## src/rtl/boot_sequencer.sv

```systemverilog
// Boot sequencer: holds the CPU in reset, clears program memory, streams nibbles
// into consecutive addresses over a valid/ready handshake, then releases the CPU.
module boot_sequencer #(
  parameter int REGISTER_WIDTH       = 4,
  parameter int MEMORY_ADDRESS_WIDTH = 4,
  parameter int MEMORY_REGISTERS     = 16,
  parameter int RELEASE_CYCLES       = 2
) (
  input  logic                            clk_i,
  input  logic                            reset_i,
  input  logic                            prog_req_i,
  input  logic                            load_valid_i,
  input  logic [REGISTER_WIDTH-1:0]       load_data_i,
  input  logic                            load_last_i,
  output logic                            load_ready_o,
  output logic                            bl_programm_o,
  output logic [REGISTER_WIDTH-1:0]       bl_data_o,
  output logic [MEMORY_ADDRESS_WIDTH-1:0] bl_address_o,
  output logic                            bl_write_en_mem_o,
  output logic                            cpu_hold_o,
  output logic                            busy_o,
  output logic [MEMORY_ADDRESS_WIDTH:0]   words_loaded_o
);

  localparam int CW  = MEMORY_ADDRESS_WIDTH + 1;
  localparam int RCW = $clog2(RELEASE_CYCLES + 2);

  typedef enum logic [2:0] {
    ST_IDLE    = 3'd0,
    ST_CLEAR   = 3'd1,
    ST_LOAD    = 3'd2,
    ST_RELEASE = 3'd3,
    ST_RUN     = 3'd4
  } state_t;

  state_t                          state_r, state_s;
  logic                            prog_req_r;
  logic                            req_s;
  logic [CW-1:0]                   cnt_r, cnt_s;
  logic [RCW-1:0]                  rel_cnt_r, rel_cnt_s;
  logic [CW-1:0]                   words_r, words_s;
  logic [MEMORY_ADDRESS_WIDTH-1:0] addr_r, addr_s;
  logic [REGISTER_WIDTH-1:0]       data_r, data_s;
  logic                            we_r, we_s;
  logic                            ready_r, ready_s;
  logic                            programm_r, programm_s;
  logic                            hold_r, hold_s;
  logic                            busy_r, busy_s;

  assign req_s = prog_req_i & ~prog_req_r;

  // Next state and next registered outputs; cnt_r holds the next address to write.
  always_comb begin
    state_s    = state_r;
    cnt_s      = cnt_r;
    rel_cnt_s  = rel_cnt_r;
    words_s    = words_r;
    addr_s     = addr_r;
    data_s     = data_r;
    we_s       = 1'b0;
    ready_s    = 1'b0;
    programm_s = programm_r;
    hold_s     = hold_r;
    busy_s     = busy_r;
    case (state_r)
      ST_IDLE, ST_RUN: begin
        if (req_s) begin
          state_s    = ST_CLEAR;
          cnt_s      = CW'(1);
          addr_s     = {MEMORY_ADDRESS_WIDTH{1'b0}};
          data_s     = {REGISTER_WIDTH{1'b0}};
          we_s       = 1'b1;
          programm_s = 1'b1;
          hold_s     = 1'b1;
          busy_s     = 1'b1;
        end else begin
          state_s = state_r;
        end
      end
      ST_CLEAR: begin
        if (cnt_r == CW'(MEMORY_REGISTERS)) begin
          state_s = ST_LOAD;
          cnt_s   = {CW{1'b0}};
          words_s = {CW{1'b0}};
          ready_s = 1'b1;
        end else begin
          addr_s = cnt_r[MEMORY_ADDRESS_WIDTH-1:0];
          data_s = {REGISTER_WIDTH{1'b0}};
          we_s   = 1'b1;
          cnt_s  = cnt_r + CW'(1);
        end
      end
      ST_LOAD: begin
        if (load_valid_i && ready_r) begin
          we_s    = 1'b1;
          data_s  = load_data_i;
          addr_s  = cnt_r[MEMORY_ADDRESS_WIDTH-1:0];
          cnt_s   = cnt_r + CW'(1);
          words_s = words_r + CW'(1);
          // The last address ends the load even without load_last_i: no wrap.
          if (load_last_i || (cnt_r == CW'(MEMORY_REGISTERS - 1))) begin
            state_s   = ST_RELEASE;
            rel_cnt_s = {RCW{1'b0}};
            ready_s   = 1'b0;
          end else begin
            ready_s = 1'b1;
          end
        end else begin
          ready_s = 1'b1;
        end
      end
      ST_RELEASE: begin
        if (rel_cnt_r == RCW'(RELEASE_CYCLES)) begin
          state_s    = ST_RUN;
          programm_s = 1'b0;
          hold_s     = 1'b0;
          busy_s     = 1'b0;
        end else begin
          rel_cnt_s = rel_cnt_r + RCW'(1);
        end
      end
      default: begin
        state_s    = ST_IDLE;
        programm_s = 1'b0;
        hold_s     = 1'b1;
        busy_s     = 1'b0;
      end
    endcase
  end

  // State, request-edge history and registered outputs.
  always_ff @(posedge clk_i or negedge reset_i) begin
    if (!reset_i) begin
      state_r    <= ST_IDLE;
      prog_req_r <= 1'b0;
      cnt_r      <= {CW{1'b0}};
      rel_cnt_r  <= {RCW{1'b0}};
      words_r    <= {CW{1'b0}};
      addr_r     <= {MEMORY_ADDRESS_WIDTH{1'b0}};
      data_r     <= {REGISTER_WIDTH{1'b0}};
      we_r       <= 1'b0;
      ready_r    <= 1'b0;
      programm_r <= 1'b0;
      hold_r     <= 1'b1;
      busy_r     <= 1'b0;
    end else begin
      state_r    <= state_s;
      prog_req_r <= prog_req_i;
      cnt_r      <= cnt_s;
      rel_cnt_r  <= rel_cnt_s;
      words_r    <= words_s;
      addr_r     <= addr_s;
      data_r     <= data_s;
      we_r       <= we_s;
      ready_r    <= ready_s;
      programm_r <= programm_s;
      hold_r     <= hold_s;
      busy_r     <= busy_s;
    end
  end

  assign load_ready_o      = ready_r;
  assign bl_programm_o     = programm_r;
  assign bl_data_o         = data_r;
  assign bl_address_o      = addr_r;
  assign bl_write_en_mem_o = we_r;
  assign cpu_hold_o        = hold_r;
  assign busy_o            = busy_r;
  assign words_loaded_o    = words_r;

endmodule
```

## config.mk

```make
export PLATFORM = sky130hd
export DESIGN_NAME = boot_sequencer
export DESIGN_NICKNAME = d
export VERILOG_FILES = /design/src/rtl/boot_sequencer.sv
export SDC_FILE = /design/constraint.sdc
export NUM_CORES = 1
export LEC_CHECK = 0
export CORE_MARGIN = 2
export CORE_UTILIZATION = 51
export DETAILED_ROUTE_END_ITERATION = 7
export PLACE_DENSITY = 0.86
export SLEW_MARGIN = 10
export SYNTH_ARGS = -nofsm -noshare
export SYNTH_HDL_FRONTEND = slang
export SYNTH_SLANG_ARGS = --single-unit
export TNS_END_PERCENT = 1
```

## constraint.sdc

```tcl
create_clock -name clk_i -period 2.6 [get_ports clk_i]
set_clock_uncertainty 0.15 [all_clocks]
set_input_delay 0.78 -clock clk_i [delete_from_list [all_inputs] [get_ports clk_i]]
set_output_delay 0.78 -clock clk_i [all_outputs]
set_load 0.005 [all_outputs]
```

* After elaboration in Yosys (flattened, before gate mapping)
Index checks and enable logic that the tools add are counted.
W data, S select, Z words.
** Operators by class
- $add $sub $neg :: 3
- Equality and inequality tests :: 14
- Muxes and demuxes :: 36
- Bitwise operators :: 3
- Reduce and logical (&&, ||, !) cells :: 14
** Operator list (count)
- $mux W5 :: 5
- $pmux W4 S3 :: 2
- $mux W4 :: 5
- $mux W3 :: 5
- $pmux W5 S3 :: 1
- $ne A2 B2 Y1 const B :: 7
- $pmux W3 S4 :: 1
- $add A5 B1 Y5 const B :: 2
- $pmux W5 S2 :: 1
- $pmux W1 S3 :: 3
- $reduce_and A3 Y1 :: 3
- $mux W1 :: 8
- $reduce_and A4 Y1 :: 2
- $eq A3 B2 Y1 const B :: 2
- $mux W2 :: 3
- $eq A5 B4 Y1 const B :: 1
- $eq A5 B5 Y1 const B :: 1
- $reduce_and A5 Y1 :: 1
- $pmux W2 S2 :: 1
- $reduce_bool A2 Y1 :: 2
- $reduce_or A2 Y1 :: 2
- $eq A3 B1 Y1 const B :: 1
- $eq A3 B3 Y1 const B :: 1
- $logic_not A3 Y1 :: 1
- other kinds (8) :: 9
** Word-level totals
- Bits in registers :: 28
- Output and inout bits :: 18
- Word-level logic and storage cells :: 81

* Depth between registers and ports, before layout
Gate-level depths: netlist (run 1).
- Depth in word-level cells :: 5
- Depth in mapped cells :: 7
- Gate-level depth less buffers :: 6

* Worst setup path before layout (run 1)
OpenSTA, ideal clock, no wires.
- Path kind :: input port to flip-flop
- From :: input port load_valid_i
- To :: register addr_r[0] (netlist: bl_address_o[0])
- Data arrival time :: 1.910 ns
- Slack :: 0.415 ns
- Cell stages on the path :: 6
- Cell sequence :: and2_0 -> clkbuf_1 -> a22oi_1 -> and2_1 -> buf_2 -> mux2_4
** Between the ends
- Word-level cells in the longest chain between the ends :: 3
** RTL lines
- start, declared :: RTL line 12 : input logic load_valid_i,
- $logic_and A1 B1 Y1 :: RTL line 94 : if (load_valid_i && ready_r) begin
- $ne A2 B2 Y1 (no source line)
- $reduce_and A4 Y1 (no source line)
- end signal, assigned :: RTL line 139 : addr_r <= {MEMORY_ADDRESS_WIDTH{1'b0}};
- end signal, assigned :: RTL line 152 : addr_r <= addr_s;
- end, declared :: RTL line 42 : logic [MEMORY_ADDRESS_WIDTH-1:0] addr_r, addr_s;
Every way passes these cells.
A chain may end at the register's enable or synchronous reset.

* Worst setup path in the final report (run 1)
- From :: register hold_r (netlist: cpu_hold_o)
- To :: output port cpu_hold_o
** RTL lines
- start, declared :: RTL line 47 : logic hold_r, hold_s;
- start signal, assigned :: RTL line 157 : hold_r <= hold_s;
- end, declared :: RTL line 20 : output logic cpu_hold_o,
No word-level cell between the ends.

==> results of run 1 <==
-- routing by layer --
layer	part of all wire (%)	vias up	wire length [µm]
met2	51	32	1611
met1	44	568	1409
met4	1.2	0	38
met5	0	-	0
li1	-	567	-
met3	3.8	4	120
-- area by class of cell --
type / instances / area, µm² / share of cell area, %
clock buffer: 4 / 36.28 / 2.044
multi-input combinational: 100 / 625.6 / 35.24
tap: 31 / 38.79 / 2.185
timing repair buffer: 36 / 335.3 / 18.89
inverter: 10 / 37.54 / 2.114
sequential: 28 / 701.9 / 39.53
-- power by group through the flow --
stage	logic [mW]	clock network, mW	registers (mW)
2_1_floorplan	0.534	0	0.688
3_3_place_gp	0.818	0	0.709
3_5_place_dp	0.862	0	0.722
4_1_cts	0.869	0.228	0.714
5_1_grt	0.958	0.251	0.737
6_report	0.867	0.222	0.719
-- cells in the final DEF, fill, tap and decap left out, types with 5 or more instances in the layout --
| master | synthesis | final |
|---|---|---|
| ha_1 | 5 | 5 |
| nand2_1 | 18 | 18 |
| buf_4 | 1 | 10 |
| o21ai_0 | 14 | 14 |
| nor2_1 | 8 | 8 |
| nand3_1 | 12 | 12 |
| dfrtp_1 | 27 | 27 |
| clkdlybuf4s50_1 | 0 | 26 |
| inv_1 | 10 | 10 |
-- how the worst max path moves through the flow --
| stage | endpoint | slack, ns | depth (start not counted) |
|---|---|---|---|
| final | cpu_hold_o | 0.26 | 1 |
| after global routing | cpu_hold_o | 0.21 | 1 |
| after CTS | cpu_hold_o | 0.25 | 1 |
| after detailed placement | cnt_r[3] | 0.14 | 6 |
| after global placement | cnt_r[3] | 0.17 | 6 |
| after floorplan | bl_address_o[0] | 0.42 | 6 |
-- registers in the layout, indices dropped and copies added (netlist names), 2 cells and up --
| name | cells |
|---|---|
| rel_cnt_r | 2 |
| bl_data_o | 4 |
| words_loaded_o | 5 |
| state_r | 3 |
| bl_address_o | 4 |
| cnt_r | 5 |
-- kinds of logic after synthesis --
family          count (synthesis)  synth area share (%)
fa+ha+maj                       5                 4.456
buf+inv                        18                 5.437
mux                             2                 1.782
xor+xnor                        4                 2.496
flops                          28                 50.00
compound gates                 33                 14.80
simple gates                   56                 21.04
==> summary.txt, run 1 <==
Worst setup path
  • CP startpoint: cpu_hold_o
  • RR Startpoint: state_r[0]
  • Cells along the critical path: clkdlybuf4s50_1
  • Kind of critical path: reg2out
  • CP Capture Type: output pin
  • Buf+Inv Stages, Crit Path: 1
  • Crit path DAT: 1.41 ns
  • Critical Path RT: 1.67 ns
  • Crit path max fanout: 3
  • Crit path max-delay family: flip-flops
  • Crit-path max cell delay: 0.57 ns
  • Worst reg2reg path depth: 5
  • Type of origin of the critical path: register
  • Crit path max-delay cell type: dfstp_2
  • Flop-to-flop setup slack: 0.61 ns
  • Worst reg2reg endpoint: bl_address_o[1]

Logic synthesis
  • Sequential-to-total area share from yosys stat: 50.00%
  • Mapped Cells: 146
  • Asr flop ratio synth: 100.0%
  • Synth unique cells: 38
  • Synth Warn #: 0
  • Synth Cell Area: 1404 µm²
  • Commonest cells post-synth: 27 x dfrtp_1, 18 x nand2_1, 14 x o21ai_0
  • Yosys reg bits: 28
  • Post-synth EDFFs: 0
  • Biggest area consumer among synthesized cells: dfrtp_1
  • Synth top area share: 48.13%
  • Most frequent cell after synthesis: dfrtp_1
  • Ys flop type: dfrtp_1
  • Syn_area_per_cell: 9.615 µm²
  • Syn Nets: 160
  • Leading post-synthesis cells by cell area: dfrtp_1 48%, o21ai_0 5.0%, nand2_1 4.8%, ha_1 4.5%, nand3_1 4.3%

Global route
  • Met1 Use GR: 26.82%
  • Grt total ovfl: 0
  • GRT Util Overall: 21.65%
  • Largest net degree at the start of global routing: 16
  • GR peak layer: met2
  • Antenna violations before repair: 0
  • Vias in the first global route: 1175
  • First-pass GRT wire length: 5333 µm
  • Global Route met3 Usage: 6.221%
  • Grt met2 use: 36.05%

Timing
  • Final setup margin: 0.2597 ns
  • RSZ-0062 raised after global routing: no
  • Final slew viol count: 0
  • Highest clock rate: 0.4273 GHz
  • Worst-Margin Slew: 0.5852 ns
  • Hold Slack: 0.3530 ns
  • Rel. slew slack: 60.86%
  • Period utilization: 90.01%
  • Setup_tns: 0 ns
  • Final setup viols: 0
  • Tmin final: 2.340 ns
  • Final Hold Vio Count: 0

Floorplanning
  • Die area: 3188 µm²
  • Initial Utilization: 52.26%
  • Core area: 2686 µm²
  • Std cell rows: 19
  • DIE HEIGHT: 56.47 µm
  • Io pins: 27
  • Die width: 56.47 µm

Final layout
  • ANT cells: 0
  • Fill cell count: 218
  • Layout Nets: 193
  • Final Non-Filler Cells: 209
  • Area growth from synthesis to layout: 26.47%
  • Design Area, Final: 1775 µm²
  • Share of cells above drive strength 1: 10.11%
  • Final design utilization: 66.09%

Detailed routing
  • Starting DRT DRC Count: 22
  • Vias: 1171
  • DR WL/cell: 15.22 µm
  • Antenna Violating Nets Remaining: 0
  • Avg Vias per Cell: 5.603
  • Residual DRC: 0
  • First-pass iteration count of the detailed router: 4
  • DRT Wirelength: 3180 µm

Power
  • Switching share of total power: 39.25%
  • VDD IR max: 0.6823 mV
  • Leakage power: 0.8233 nW
  • Pwr Density: 1018 nW/µm²
  • Sw Pwr: 0.7098 mW
  • Int Pwr: 1.098 mW
  • Logic gate share of total power: 48.0%
  • Design Power: 1.808 mW
  • Clk pwr share: 12.3%
  • Sequential group share of total power: 39.7%

Placement
  • Detailed Place HPWL: 2310 µm
  • Placed insts: 205
  • Routability congestion estimate: 0.8572
  • Post-DP Area: 1739 µm²
  • PortBufs: 26
  • Placement Setup Slack: 0.1373 ns

Clock network
  • Clk buf depth: 2
  • CTS root buf: clkbuf_4
  • TritonCTS Sinks: 28
  • Htree depth: 1
  • Clk_lat worst skew: 0.34 ns
  • PostCTS Resize Cnt: 0
  • CTS tree: built
  • Clock Pin Slew Worst Setup and Hold Paths: 0.16 ns
  • Post-CTS Setup Inserts: 0
  • CTS Hold Buffers Added: 0
  • Num CTS Buffers: 3

Min path
  • WHS Endpoint: rel_cnt_r[0]
  • Worst Hold Depth: 1
  • HP Class: reg2reg
  • Min-delay src: rel_cnt_r[0]

Run status
  • Status: completed

Run
  • Max-cap viol count: 0
Note: power is estimated with default switching activity, not from simulation.
==> run 2: changes to the inputs <==
--- a/config.mk
+++ b/config.mk
@@ -5,7 +5,6 @@
 export SDC_FILE = /design/constraint.sdc
 export NUM_CORES = 1
 export LEC_CHECK = 0
-export CORE_MARGIN = 2
 export CORE_UTILIZATION = 51
 export DETAILED_ROUTE_END_ITERATION = 7
 export PLACE_DENSITY = 0.86
==> summary.txt, run 2 (synthesized netlist as in run 1, its figures left out) <==
Run status
  • Status: completed

Worst setup path
  • Kind of critical path: reg2out
  • Crit path DAT: 1.40 ns
  • Buf+Inv Stages, Crit Path: 1
  • RR Startpoint: cnt_r[1]
  • Type of origin of the critical path: register
  • Crit-path max cell delay: 0.57 ns
  • WP depth: 1
  • Crit path max fanout: 3
  • Worst reg2reg path depth: 6
  • Critical Path RT: 1.67 ns
  • CP startpoint: cpu_hold_o
  • CP Capture Type: output pin
  • Crit path max-delay cell type: dfstp_2
  • Cells along the critical path: clkdlybuf4s50_1
  • Worst reg2reg endpoint: state_r[0]
  • Setup crit end: cpu_hold_o
  • Flop-to-flop setup slack: 0.60 ns
  • Crit path max-delay family: flip-flops

Clock network
  • CTS tree: built
  • CTS Hold Buffers Added: 0
  • Clk buf depth: 2
  • CTS root buf: clkbuf_4
  • Clock Pin Slew Worst Setup and Hold Paths: 0.15 ns
  • Post-CTS Setup Inserts: 0
  • Num CTS Buffers: 3
  • PostCTS Resize Cnt: 0
  • Htree depth: 1
  • Clk_lat worst skew: 0.33 ns
  • TritonCTS Sinks: 28

Timing
  • Final setup viols: 0
  • Final Hold Vio Count: 0
  • Rel. slew slack: 64.92%
  • Period utilization: 89.59%
  • Final slew viol count: 0
  • Tmin final: 2.329 ns
  • Worst-Margin Slew: 0.5207 ns
  • Setup_tns: 0 ns
  • Highest clock rate: 0.4293 GHz
  • RSZ-0062 raised after global routing: no

Detailed routing
  • Starting DRT DRC Count: 20
  • First-pass iteration count of the detailed router: 5
  • Avg Vias per Cell: 5.573
  • DRT Wirelength: 2725 µm
  • DR WL/cell: 13.23 µm
  • Vias: 1148
  • Antenna Violating Nets Remaining: 0
  • Residual DRC: 0

Floorplanning
  • Std cell rows: 18
  • Initial Utilization: 55.16%
  • Io pins: 27
  • Core area: 2545 µm²
  • DIE HEIGHT: 54.47 µm
  • Die area: 2966 µm²
  • Die width: 54.47 µm

Global route
  • First-pass GRT wire length: 4353 µm
  • Vias in the first global route: 1007
  • Grt total ovfl: 0
  • Met1 Use GR: 26.88%
  • Largest net degree at the start of global routing: 29
  • Antenna violations before repair: 0
  • Global Route met3 Usage: 3.056%
  • GR peak layer: met2
  • Grt met2 use: 33.54%
  • GRT Util Overall: 20.56%

Power
  • Pwr Density: 1034 nW/µm²
  • Leakage power: 0.8213 nW
  • VDD IR max: 0.5983 mV

Final layout
  • Share of cells above drive strength 1: 9.091%
  • ANT cells: 0
  • Most frequent cells in the layout: 27 x dfrtp_1, 26 x clkdlybuf4s50_1, 18 x nand2_1, 14 x o21ai_0, 12 x nand3_1
  • Final Non-Filler Cells: 206
  • Fill cell count: 196
  • Most common cell after layout, fill and taps aside: dfrtp_1
  • Layout Nets: 191
  • Area growth from synthesis to layout: 26.47%

Min path
  • HP Class: reg2reg

Placement
  • Routability congestion estimate: 0.8406
  • Detailed Place HPWL: 1987 µm
  • PortBufs: 26
  • Placed insts: 202

Run
  • Max-cap viol count: 0
-- run 2: cell count changes in the layout (fill, tap and decap cells not counted) --
cell       previous run  this run
buf_4                10         8
bufinv_16             0         1
clkbuf_8              1         0
-- run 2: final cells by class --
cell class	instances	area (µm²)	area share, %
repair buffers	34	320.3	18.04
well taps	30	37.54	2.114
clock inverters	1	30.03	1.691
flip-flops and latches	28	701.9	39.53
inverters	10	37.54	2.114
multi-input cells	100	625.6	35.24
clock buffers	3	22.52	1.269
-- run 2: through the flow --
stage / setup slack [ns] / util [%] / total power, mW / cell area [µm²] / hold WS [ns]
after global placement: 0.1895 / 67.70 / 1.521 / 1723 / 0.3241
after floorplan: 0.4151 / - / 1.222 / 1404 / 0.3091
after global routing: 0.2107 / 69.76 / 1.983 / 1775 / 0.3803
after CTS: 0.2430 / 69.76 / 1.851 / 1775 / 0.3636
after detailed placement: 0.1707 / 67.70 / 1.552 / 1723 / 0.3445
final: 0.2707 / 69.76 / 1.835 / 1775 / 0.3595
-- run 2: how the worst min path moves through the flow --
stage	from	to	cells after the start
floorplan	rel_cnt_r[0]	rel_cnt_r[0]	1
global placement	rel_cnt_r[0]	rel_cnt_r[0]	1
detailed placement	cpu_hold_o	cpu_hold_o	2
CTS	cpu_hold_o	cpu_hold_o	2
global route	cpu_hold_o	cpu_hold_o	2
finish	cpu_hold_o	cpu_hold_o	2
-- run 2: power by group --
| part | switching (mW) | internal [mW] | total [mW] | leakage [nW] |
|---|---|---|---|---|
| registers | 0.130 | 0.577 | 0.707 | 0.357 |
| logic | 0.406 | 0.433 | 0.839 | 0.436 |
| clock network | 0.132 | 0.156 | 0.288 | 0.0279 |
| total | 0.668 | 1.17 | 1.84 | 0.821 |
-- run 2: layer usage --
layer | vias to the layer above | routed length (µm)
met5 | - | 0
met4 | 0 | 55
met3 | 5 | 122
met2 | 26 | 1259
met1 | 552 | 1288
li1 | 565 | -
==> run 3: changes to the inputs <==
--- a/config.mk
+++ b/config.mk
@@ -5,6 +5,7 @@
 export SDC_FILE = /design/constraint.sdc
 export NUM_CORES = 1
 export LEC_CHECK = 0
+export CORE_ASPECT_RATIO = 1.4
 export CORE_UTILIZATION = 51
 export DETAILED_ROUTE_END_ITERATION = 7
 export PLACE_DENSITY = 0.86
==> summary.txt, run 3 (synthesized netlist as in run 1, its figures left out) <==
Detailed routing
  • Avg Vias per Cell: 5.559
  • Vias: 1173
  • Residual DRC: 0
  • DR WL/cell: 13.71 µm
  • First-pass iteration count of the detailed router: 6
  • DRT Wirelength: 2893 µm
  • Antenna Violating Nets Remaining: 0
  • Starting DRT DRC Count: 34

Final layout
  • Area growth from synthesis to layout: 26.47%
  • Fill cell count: 195
  • Most frequent cells in the layout: 27 x dfrtp_1, 26 x clkdlybuf4s50_1, 18 x nand2_1, 14 x o21ai_0, 12 x nand3_1
  • Design Area, Final: 1775 µm²
  • Layout Nets: 190
  • ANT cells: 0
  • Sequential standard cell area: 701.9 µm²
  • Multi-input logic area: 625.6 µm²
  • Most common cell after layout, fill and taps aside: dfrtp_1
  • Share of cells above drive strength 1: 8.571%

Floorplanning
  • Die width: 46.34 µm
  • Io pins: 27
  • Initial Utilization: 53.68%
  • DIE HEIGHT: 64.08 µm
  • Die area: 2969 µm²
  • Core area: 2615 µm²
  • Std cell rows: 22

Placement
  • Routability congestion estimate: 0.8232
  • Post-DP Area: 1723 µm²
  • Detailed Place HPWL: 2123 µm
  • PortBufs: 26

Clock network
  • Htree depth: 1
  • Num CTS Buffers: 3
  • Clk buf depth: 2
  • Clk_lat worst skew: 0.33 ns
  • Clock Pin Slew Worst Setup and Hold Paths: 0.15 ns
  • TritonCTS Sinks: 28
  • CTS Hold Buffers Added: 0
  • CTS tree: built
  • PostCTS Resize Cnt: 0
  • Post-CTS Setup Inserts: 0
  • CTS root buf: clkbuf_4

Global route
  • Largest net degree at the start of global routing: 29
  • Vias in the first global route: 1135
  • First-pass GRT wire length: 4899 µm
  • GRT Util Overall: 22.37%
  • Antenna violations before repair: 0
  • Grt total ovfl: 0

Worst setup path
  • Crit path max-delay family: flip-flops
  • Crit-path max cell delay: 0.57 ns
  • Type of origin of the critical path: register
  • Critical Path RT: 1.67 ns
  • CP Capture Type: output pin
  • Crit path DAT: 1.38 ns
  • Cells along the critical path: clkdlybuf4s50_1
  • Crit path max fanout: 3
  • Crit path max-delay cell type: dfstp_2
  • Kind of critical path: reg2out
  • Buf+Inv Stages, Crit Path: 1

Timing
  • Period utilization: 88.84%
  • Final setup viols: 0
  • Tmin final: 2.310 ns
  • Rel. slew slack: 66.98%
  • Highest clock rate: 0.4329 GHz
  • Setup_tns: 0 ns
  • Final slew viol count: 0
  • Final Hold Vio Count: 0
  • Worst-Margin Slew: 0.4954 ns
  • RSZ-0062 raised after global routing: no

Power
  • Logic gate share of total power: 44.1%
  • Int Pwr: 1.158 mW
  • Clk pwr share: 15.5%
  • Switching share of total power: 36.81%
  • Pwr Density: 1032 nW/µm²
  • Sequential group share of total power: 40.3%
  • VDD IR max: 0.6614 mV
  • Leakage power: 0.8159 nW
  • Sw Pwr: 0.6747 mW

Run
  • Max-cap viol count: 0

Run status
  • Status: completed

Min path
  • HP Class: reg2reg
-- run 3: cell count changes in the layout (fill, tap and decap cells not counted) --
cell | before | now
buf_4 | 8 | 7
-- run 3: cell type report --
| type | count | area share (%) |
|---|---|---|
| Clock inverter | 1 | 1.691 |
| Timing Repair Buffer | 33 | 17.62 |
| Inverter | 10 | 2.114 |
| Sequential cell | 28 | 39.53 |
| Clock buffer | 3 | 1.269 |
| Tap cell | 36 | 2.537 |
| Multi-Input combinational cell | 100 | 35.24 |
-- run 3: power by group through the flow --
stage	registers [mW]	clock network, mW	logic, mW
after floorplan	0.688	0	0.534
after global placement	0.732	0	0.781
after detailed placement	0.745	0	0.806
after CTS	0.738	0.289	0.816
after global routing	0.763	0.308	0.899
final	0.740	0.284	0.809
-- run 3: final timing paths --
path / from / end / slack (ns) / cells past startpoint
min reg2reg: rel_cnt_r[0] / rel_cnt_r[0] / 0.35 / 1
min: rel_cnt_r[0] / rel_cnt_r[0] / 0.35 / 1
max reg2reg: state_r[1] / bl_address_o[2] / 0.56 / 5
max: cpu_hold_o / cpu_hold_o / 0.29 / 1
min in group asynchronous: reset_i / state_r[0] / 0.64 / 2
max in group asynchronous: reset_i / cpu_hold_o / 1.35 / 2
-- run 3: routing by layer --
layer	part of all wire (%)	track usage [%]
met2	53	36.98
met5	0	0
met4	2.2	9.926
met1	41	28.47
met3	3.7	1.695
-- run 3: per-stage QoR --
stage	total power, mW	utilization [%]	std cells	hold WS [ns]	setup slack [ns]
6_report	1.833	67.89	211	0.3519	0.2903
5_1_grt	1.970	67.89	211	0.3895	0.2372
4_1_cts	1.843	67.89	211	0.3567	0.2799
3_5_place_dp	1.551	65.89	207	0.3369	0.1615
3_3_place_gp	1.513	65.89	207	0.3276	0.1752
2_1_floorplan	1.222	-	146	0.3091	0.4151
